$ cat config.mk
export PLATFORM = sky130hd
export DESIGN_NAME = clkgen_multi_060
export DESIGN_NICKNAME = d
export VERILOG_FILES = /design/src/rtl/clkgen_pkg_060.sv /design/src/rtl/clkgen_ch_060.sv /design/src/rtl/clkgen_multi_060.sv
export SDC_FILE = /design/constraint.sdc
export NUM_CORES = 2
export LEC_CHECK = 0
export BUFFER_PORTS_ARGS = -buffer_cell sky130_fd_sc_hd__clkbuf_2
export CORE_AREA = 5 5 271 273
export CTS_CLUSTER_SIZE = 16
export DETAILED_ROUTE_END_ITERATION = 8
export DIE_AREA = 0 0 276 278
export GPL_TIMING_DRIVEN = 1
export PLACE_DENSITY = 0.79
export SLEW_MARGIN = 20
export SYNTH_ARGS = -nofsm -noshare
export SYNTH_HDL_FRONTEND = slang
export SYNTH_SLANG_ARGS = --single-unit
$ cat constraint.sdc
create_clock -name inclk_060 -period 21.5 [get_ports inclk_060]
set_input_delay 4.3 -clock inclk_060 [delete_from_list [all_inputs] [get_ports inclk_060]]
set_output_delay 4.3 -clock inclk_060 [all_outputs]
set_load 0.005 [all_outputs]
$ cat src/rtl/clkgen_pkg_060.sv
// Shared definitions for the multi-channel clock/tick generator.
//   W_DEF        : default (and maximum) counter/divisor/high-time width
//   INCLK_DEF    : nominal input clock in Hz, used only to derive reset defaults
//   DIV_RST_DEF  : default per-channel divisor loaded at reset
//   HIGH_RST_DEF : default per-channel high time loaded at reset
//   ch_cfg_t     : one channel's {div, high} configuration pair
//   high_eff()   : high time clamped to the period
package clkgen_pkg_060;

    localparam int unsigned W_DEF        = 32;
    localparam int unsigned INCLK_DEF    = 100_000_000;
    localparam int unsigned DIV_RST_DEF  = INCLK_DEF / 500;
    localparam int unsigned HIGH_RST_DEF = DIV_RST_DEF >> 1;

    typedef struct packed {
        logic [W_DEF-1:0] div;
        logic [W_DEF-1:0] high;
    } ch_cfg_t;

    function automatic logic [W_DEF-1:0] high_eff(input logic [W_DEF-1:0] div,
                                                  input logic [W_DEF-1:0] high);
        return (high < div) ? high : div;
    endfunction

endpackage

$ cat src/rtl/clkgen_ch_060.sv
// One channel of the clock/tick generator: period counter, shadow config and apply logic.
// Ports:
//   i_clk, i_rst_n : system clock, asynchronous active-low reset
//   i_we           : write strobe for this channel's shadow config (already decoded)
//   i_div, i_high  : config bus (period and high time in cycles)
//   i_sync         : restart at cycle 0 and apply any pending config
//   o_clk          : registered square wave, high for min(high, div) cycles per period
//   o_tick         : registered one-cycle pulse on the first cycle of each period
//   o_pend         : shadow written but not yet applied
// Config is stored at W_DEF width (W must not exceed W_DEF); upper bits stay zero when W < W_DEF.
module clkgen_ch_060
    import clkgen_pkg_060::*;
#(
    parameter int unsigned W        = W_DEF,
    parameter int unsigned DIV_RST  = DIV_RST_DEF,
    parameter int unsigned HIGH_RST = HIGH_RST_DEF
) (
    input  logic         i_clk,
    input  logic         i_rst_n,
    input  logic         i_we,
    input  logic [W-1:0] i_div,
    input  logic [W-1:0] i_high,
    input  logic         i_sync,
    output logic         o_clk,
    output logic         o_tick,
    output logic         o_pend
);

    localparam ch_cfg_t CfgRst = '{div: W_DEF'(DIV_RST), high: W_DEF'(HIGH_RST)};

    ch_cfg_t      r_act;
    ch_cfg_t      r_shd;
    logic [W-1:0] r_cnt;
    logic         r_pend;
    logic         r_started;
    logic         r_clk;
    logic         r_tick;

    ch_cfg_t      w_bus;
    ch_cfg_t      w_act_d;
    ch_cfg_t      w_shd_d;
    logic [W-1:0] w_cnt_d;
    logic         w_pend_d;
    logic         w_started_d;
    logic         w_en_cur;
    logic         w_en_d;
    logic         w_wrap;
    logic         w_apply;
    logic         w_clk_d;
    logic         w_tick_d;

    assign w_bus    = '{div: W_DEF'(i_div), high: W_DEF'(i_high)};
    assign w_en_cur = (r_act.div >= W_DEF'(2));
    assign w_wrap   = (W_DEF'(r_cnt) == (r_act.div - W_DEF'(1)));

    always_comb begin
        w_act_d     = r_act;
        w_shd_d     = r_shd;
        w_pend_d    = r_pend;
        w_cnt_d     = r_cnt;
        w_started_d = r_started;

        // Apply point: next count would be 0. A not-yet-started channel (after reset or
        // after leaving DISABLED) also counts, so its first tick lands on the next cycle.
        w_apply = !w_en_cur || !r_started || i_sync || w_wrap;

        if (w_apply) begin
            w_cnt_d = '0;
            if (i_we) begin
                // Write coinciding with the apply point goes straight to the active set.
                w_act_d  = w_bus;
                w_shd_d  = w_bus;
                w_pend_d = 1'b0;
            end else if (r_pend) begin
                w_act_d  = r_shd;
                w_pend_d = 1'b0;
            end
            // Coming out of DISABLED spends one cycle loaded-but-idle before the first tick.
            w_started_d = w_en_cur;
        end else begin
            w_cnt_d = r_cnt + W'(1);
            if (i_we) begin
                w_shd_d  = w_bus;
                w_pend_d = 1'b1;
            end
        end

        // Outputs come from next-state values so they line up with the count they describe.
        w_en_d   = w_started_d && (w_act_d.div >= W_DEF'(2));
        w_tick_d = w_en_d && (w_cnt_d == '0);
        w_clk_d  = w_en_d && (W_DEF'(w_cnt_d) < high_eff(w_act_d.div, w_act_d.high));
    end

    always_ff @(posedge i_clk or negedge i_rst_n) begin
        if (!i_rst_n) begin
            r_act     <= CfgRst;
            r_shd     <= CfgRst;
            r_cnt     <= '0;
            r_pend    <= 1'b0;
            r_started <= 1'b0;
            r_clk     <= 1'b0;
            r_tick    <= 1'b0;
        end else begin
            r_act     <= w_act_d;
            r_shd     <= w_shd_d;
            r_cnt     <= w_cnt_d;
            r_pend    <= w_pend_d;
            r_started <= w_started_d;
            r_clk     <= w_clk_d;
            r_tick    <= w_tick_d;
        end
    end

    assign o_clk  = r_clk;
    assign o_tick = r_tick;
    assign o_pend = r_pend;

endmodule

$ cat src/rtl/clkgen_multi_060.sv
// Multi-channel programmable clock/tick generator top level.
// Decodes the config write to one channel and fans the sync strobe out to all channels.
// Ports:
//   inclk_060, rst_n_060        : system clock, asynchronous active-low reset
//   cfg_we_060, cfg_ch_060      : config write strobe and target channel (>= CH ignored)
//   cfg_div_060, cfg_high_060   : new period and high time in cycles
//   sync_060                    : restart all channels at cycle 0
//   clk_o_060, tick_o_060       : per-channel square wave and period-start pulse
//   pend_o_060                  : per-channel shadow-pending flag
module clkgen_multi_060
    import clkgen_pkg_060::*;
#(
    parameter int unsigned CH        = 4,
    parameter int unsigned W         = W_DEF,
    parameter int unsigned INCLK_060 = INCLK_DEF,
    parameter int unsigned DIV_RST   = INCLK_060 / 500,
    parameter int unsigned HIGH_RST  = DIV_RST >> 1,
    localparam int unsigned CHW      = (CH > 1) ? $clog2(CH) : 1
) (
    input  logic           inclk_060,
    input  logic           rst_n_060,
    input  logic           cfg_we_060,
    input  logic [CHW-1:0] cfg_ch_060,
    input  logic [W-1:0]   cfg_div_060,
    input  logic [W-1:0]   cfg_high_060,
    input  logic           sync_060,
    output logic [CH-1:0]  clk_o_060,
    output logic [CH-1:0]  tick_o_060,
    output logic [CH-1:0]  pend_o_060
);

    logic          w_cfg_ok;
    logic [CH-1:0] w_we;

    // When CH fills the select field every code is a real channel.
    if (CH == (2 ** CHW)) begin : g_ok_full
        assign w_cfg_ok = 1'b1;
    end else begin : g_ok_range
        assign w_cfg_ok = (32'(cfg_ch_060) < CH);
    end

    for (genvar c = 0; c < CH; c++) begin : g_ch
        assign w_we[c] = cfg_we_060 && w_cfg_ok && (cfg_ch_060 == CHW'(c));

        clkgen_ch_060 #(
            .W        (W),
            .DIV_RST  (DIV_RST),
            .HIGH_RST (HIGH_RST)
        ) u_ch (
            .i_clk   (inclk_060),
            .i_rst_n (rst_n_060),
            .i_we    (w_we[c]),
            .i_div   (cfg_div_060),
            .i_high  (cfg_high_060),
            .i_sync  (sync_060),
            .o_clk   (clk_o_060[c]),
            .o_tick  (tick_o_060[c]),
            .o_pend  (pend_o_060[c])
        );
    end

endmodule
==> out/results.txt <==
Tcrit/Tclk final = 52.4%
WL per Instance = 22.6 µm
Hold buffers post-CTS = 0
IO Count = 82
Crit-path most repeated cell = a21o_1
Vias in the first global route = 35800
Clk slew on worst S/H paths = 0.06 ns
Number of synthesized flops with an enable pin = 0
Overflow after GRT = 0
Nets = 5188
CP max-delay cell = buf_4
Residual DRC count = 0
Max-slew headroom at the worst pin = 30.1%
Drt pass-1 iters = 6
Remaining antenna violation count after routing = 0
Num CTS Buffers = 74
Share of cells above drive strength 1 = 8.39%
Worst EP required = 22.05 ns
Min Tclk post-route = 11.26 ns
Post-cts gate resize count = 0
Initial antenna violation count = 5
Clock tree root buffer cell = clkbuf_16
Fin. max-slew vios = 0
Longest Clk Path Bufs = 3
Area grow syn2layout = 8.02%
Status = finished, final reports clean
Final hold viol count = 0
Peak Freq = 0.0888 GHz
Post-synthesis sequential area ratio = 39.3%
RSZ-0062 raised after global routing = no
Final WL = 133000 µm
Core area = 0.0709 mm²
Commonest register cell after synthesis = dfrtp_1
Synthesized area = 0.0420 mm²
Hold WS = 0.454 ns
Post-CTS Setup Bufs = 0
Avg Synthesized Cell Area = 8.47 µm²
Fin cells = 5876
Post-Syn Nets = 5292
WS Path Type = input port to flip-flop
RR Endpoint = g_ch[1].u_ch.o_clk
HPWL Detailed = 95500 µm
R2r worst-path depth = 34
Crit. End Element = flip-flop
Count of different cell masters after synthesis = 100
Final setup vio count = 0
Row count = 98
GPL Wtd Cong = 0.967
Initial Utilization = 59.3%
PwrDens = 96.1 mW/mm²
LEAKAGE = 21.2 nW
MaxCap Viol Count = 0
Die W = 276 µm
Post-route cell area = 0.0454 mm²
H-tree Lvls = 3
Cells after synthesis = 4966
Placed cells = 5736
Ys async rst share = 100%
Yosys Warn Count = 0
IO Port Bufs = 81
FF-to-FF Start = g_ch[1].u_ch.r_act[32]
Sum Neg Setup Slack = 0 ns
Hold Crit Endpoint = g_ch[3].u_ch.r_shd[5]
Avg Vias per Cell = 6.46
Placed Area = 0.0428 mm²
CP Launch Type = input port
1st-iter DRT viols = 4439
Worst hold path type = flip-flop to flip-flop
Hold Crit Start = g_ch[3].u_ch.r_shd[5]
Peak fanout along the critical path = 66
Peak VDD IR = 0.0000768 V
CTS tree = done
Maximum number of pins on one net before global-route repair = 176
Slew @ Worst Pin = 1.04 ns
CTS Sinks = 656
Worst EP arrival = 11.80 ns
Max incr delay on CP = 0.60 ns
Die ar. = 0.0767 mm²
Hold Crit Depth = 2
Die H = 278 µm
#FFs+latches synth = 656
First-pass GRT wire length = 204000 µm
Routed via count = 38000
GRT Total Usage = 33.4%
Clk Latency, worst-skew pair = 0.63 ns
Setup slack, reg-to-reg = 11.04 ns
Layout Utilization = 64.1%
Max Clock Skew = 0.0226 ns
==> per-layer routing <==
metal | global-route usage, % | wire (µm) | vias to the layer above | share of wire [%]
met5 | 0.672 | 109 | - | 0.082
met4 | 13.4 | 6550 | 8 | 4.9
met3 | 8.43 | 14400 | 409 | 11
met2 | 52.1 | 59200 | 1955 | 45
met1 | 44.9 | 52200 | 18300 | 39
li1 | - | - | 17300 | -
==> metrics by stage <==
step	setup WS (ns)	total power, mW
floorplan	10.78	2.57
global placement	10.08	2.92
detailed placement	9.90	2.96
CTS	10.44	4.34
global route	9.69	4.59
finish	10.24	4.36
==> registers in the layout, indices dropped and copies added (netlist names) <==
signal	count
g_ch.u_ch.o_clk	4
g_ch.u_ch.o_pend	4
g_ch.u_ch.o_tick	4
g_ch.u_ch.r_act	256
g_ch.u_ch.r_cnt	128
g_ch.u_ch.r_shd	256
g_ch.u_ch.r_started	4
==> worst max-delay path by stage <==
stage	from	endpoint	slack, ns
after floorplan	cfg_ch_060[1]	g_ch[3].u_ch.o_clk	10.78
after global placement	cfg_ch_060[1]	g_ch[0].u_ch.o_clk	10.08
after detailed placement	cfg_we_060	g_ch[1].u_ch.o_clk	9.90
after CTS	cfg_ch_060[0]	g_ch[1].u_ch.o_clk	10.44
after global routing	cfg_ch_060[1]	g_ch[0].u_ch.o_clk	9.69
final	cfg_we_060	g_ch[1].u_ch.o_clk	10.24
==> area by class of cell <==
type	count	area [µm²]
Multi-Input combinational cell	3833	23600
Fill cell	6011	25500
Sequential cell	656	16500
Antenna cell	3	7.51
Clock buffer	109	2260
Timing Repair Buffer	125	758
Inverter	172	646
Clock inverter	28	373
Tap cell	950	1190
==> cells in the final DEF, fill, tap and decap left out, types with 16 or more instances in the layout <==
| master | count |
|---|---|
| nand2_1 | 1052 |
| dfrtp_1 | 560 |
| nor2_1 | 328 |
| ha_1 | 256 |
| a21oi_1 | 230 |
| o21ai_0 | 206 |
| inv_1 | 170 |
| xnor2_1 | 154 |
| xor2_1 | 134 |
| nand3_1 | 134 |
| nand4_1 | 125 |
| o22ai_1 | 106 |
| mux2i_1 | 103 |
| a21boi_0 | 101 |
| dfstp_2 | 96 |
| nor4_1 | 88 |
| a21o_1 | 86 |
| nor3_1 | 84 |
| clkbuf_16 | 81 |
| clkbuf_2 | 80 |
| and2_1 | 46 |
| or4_1 | 44 |
| buf_4 | 43 |
| nor2b_1 | 42 |
| and3_1 | 41 |
| a211oi_1 | 40 |
| a31oi_1 | 37 |
| nand2b_1 | 36 |
| and4_1 | 26 |
| or3_1 | 25 |
| a2bb2oi_1 | 21 |
| o31ai_1 | 20 |
| o211ai_1 | 20 |
| or2_2 | 16 |
==> cells by family (layout without fill, tap and decap cells) <==
kind of cell / count (synthesis) / in the layout / share of synthesized area, %
mux: 105 / 105 / 2.51
flops: 656 / 656 / 39.3
compound gates: 1020 / 1020 / 15.8
other cells: 0 / 3 / 0
buf+inv: 477 / 434 / 4.65
xor+xnor: 288 / 288 / 6.00
simple gates: 2164 / 2164 / 24.1
fa+ha+maj: 256 / 256 / 7.62
==> cell usage after synthesis, types with 40 or more instances <==
library cell,number,area [µm²]
a211oi_1,40,300
a21boi_0,101,758
a21o_1,86,646
a21oi_1,233,1170
and2_1,47,294
and3_1,42,263
clkbuf_1,221,830
dfrtp_1,560,14000
dfstp_2,96,2520
ha_1,256,3200
inv_1,170,638
mux2i_1,103,1030
nand2_1,1053,3950
nand3_1,135,676
nand4_1,125,782
nor2_1,329,1230
nor2b_1,42,263
nor3_1,84,420
nor4_1,88,551
o21ai_0,206,1030
o22ai_1,106,663
or4_1,44,330
xnor2_1,154,1350
xor2_1,134,1170
==> power breakdown <==
| group | switching (mW) | total, mW | internal (mW) |
|---|---|---|---|
| registers | 0.204 | 1.66 | 1.45 |
| logic | 0.815 | 1.33 | 0.518 |
| clock network | 0.543 | 1.37 | 0.829 |
| total | 1.56 | 4.36 | 2.80 |
==> critical path: cells and delay by family <==
family                   cells  cell delay (ns)
AND/OR/NAND/NOR              5             0.71
buffers and inverters        5             1.80
multiplexers                 2             0.43
adder cells (fa/ha/maj)      2             0.60
AO/OA/AOI/OAI               17             3.90
Power figures use the tool's default switching activity.
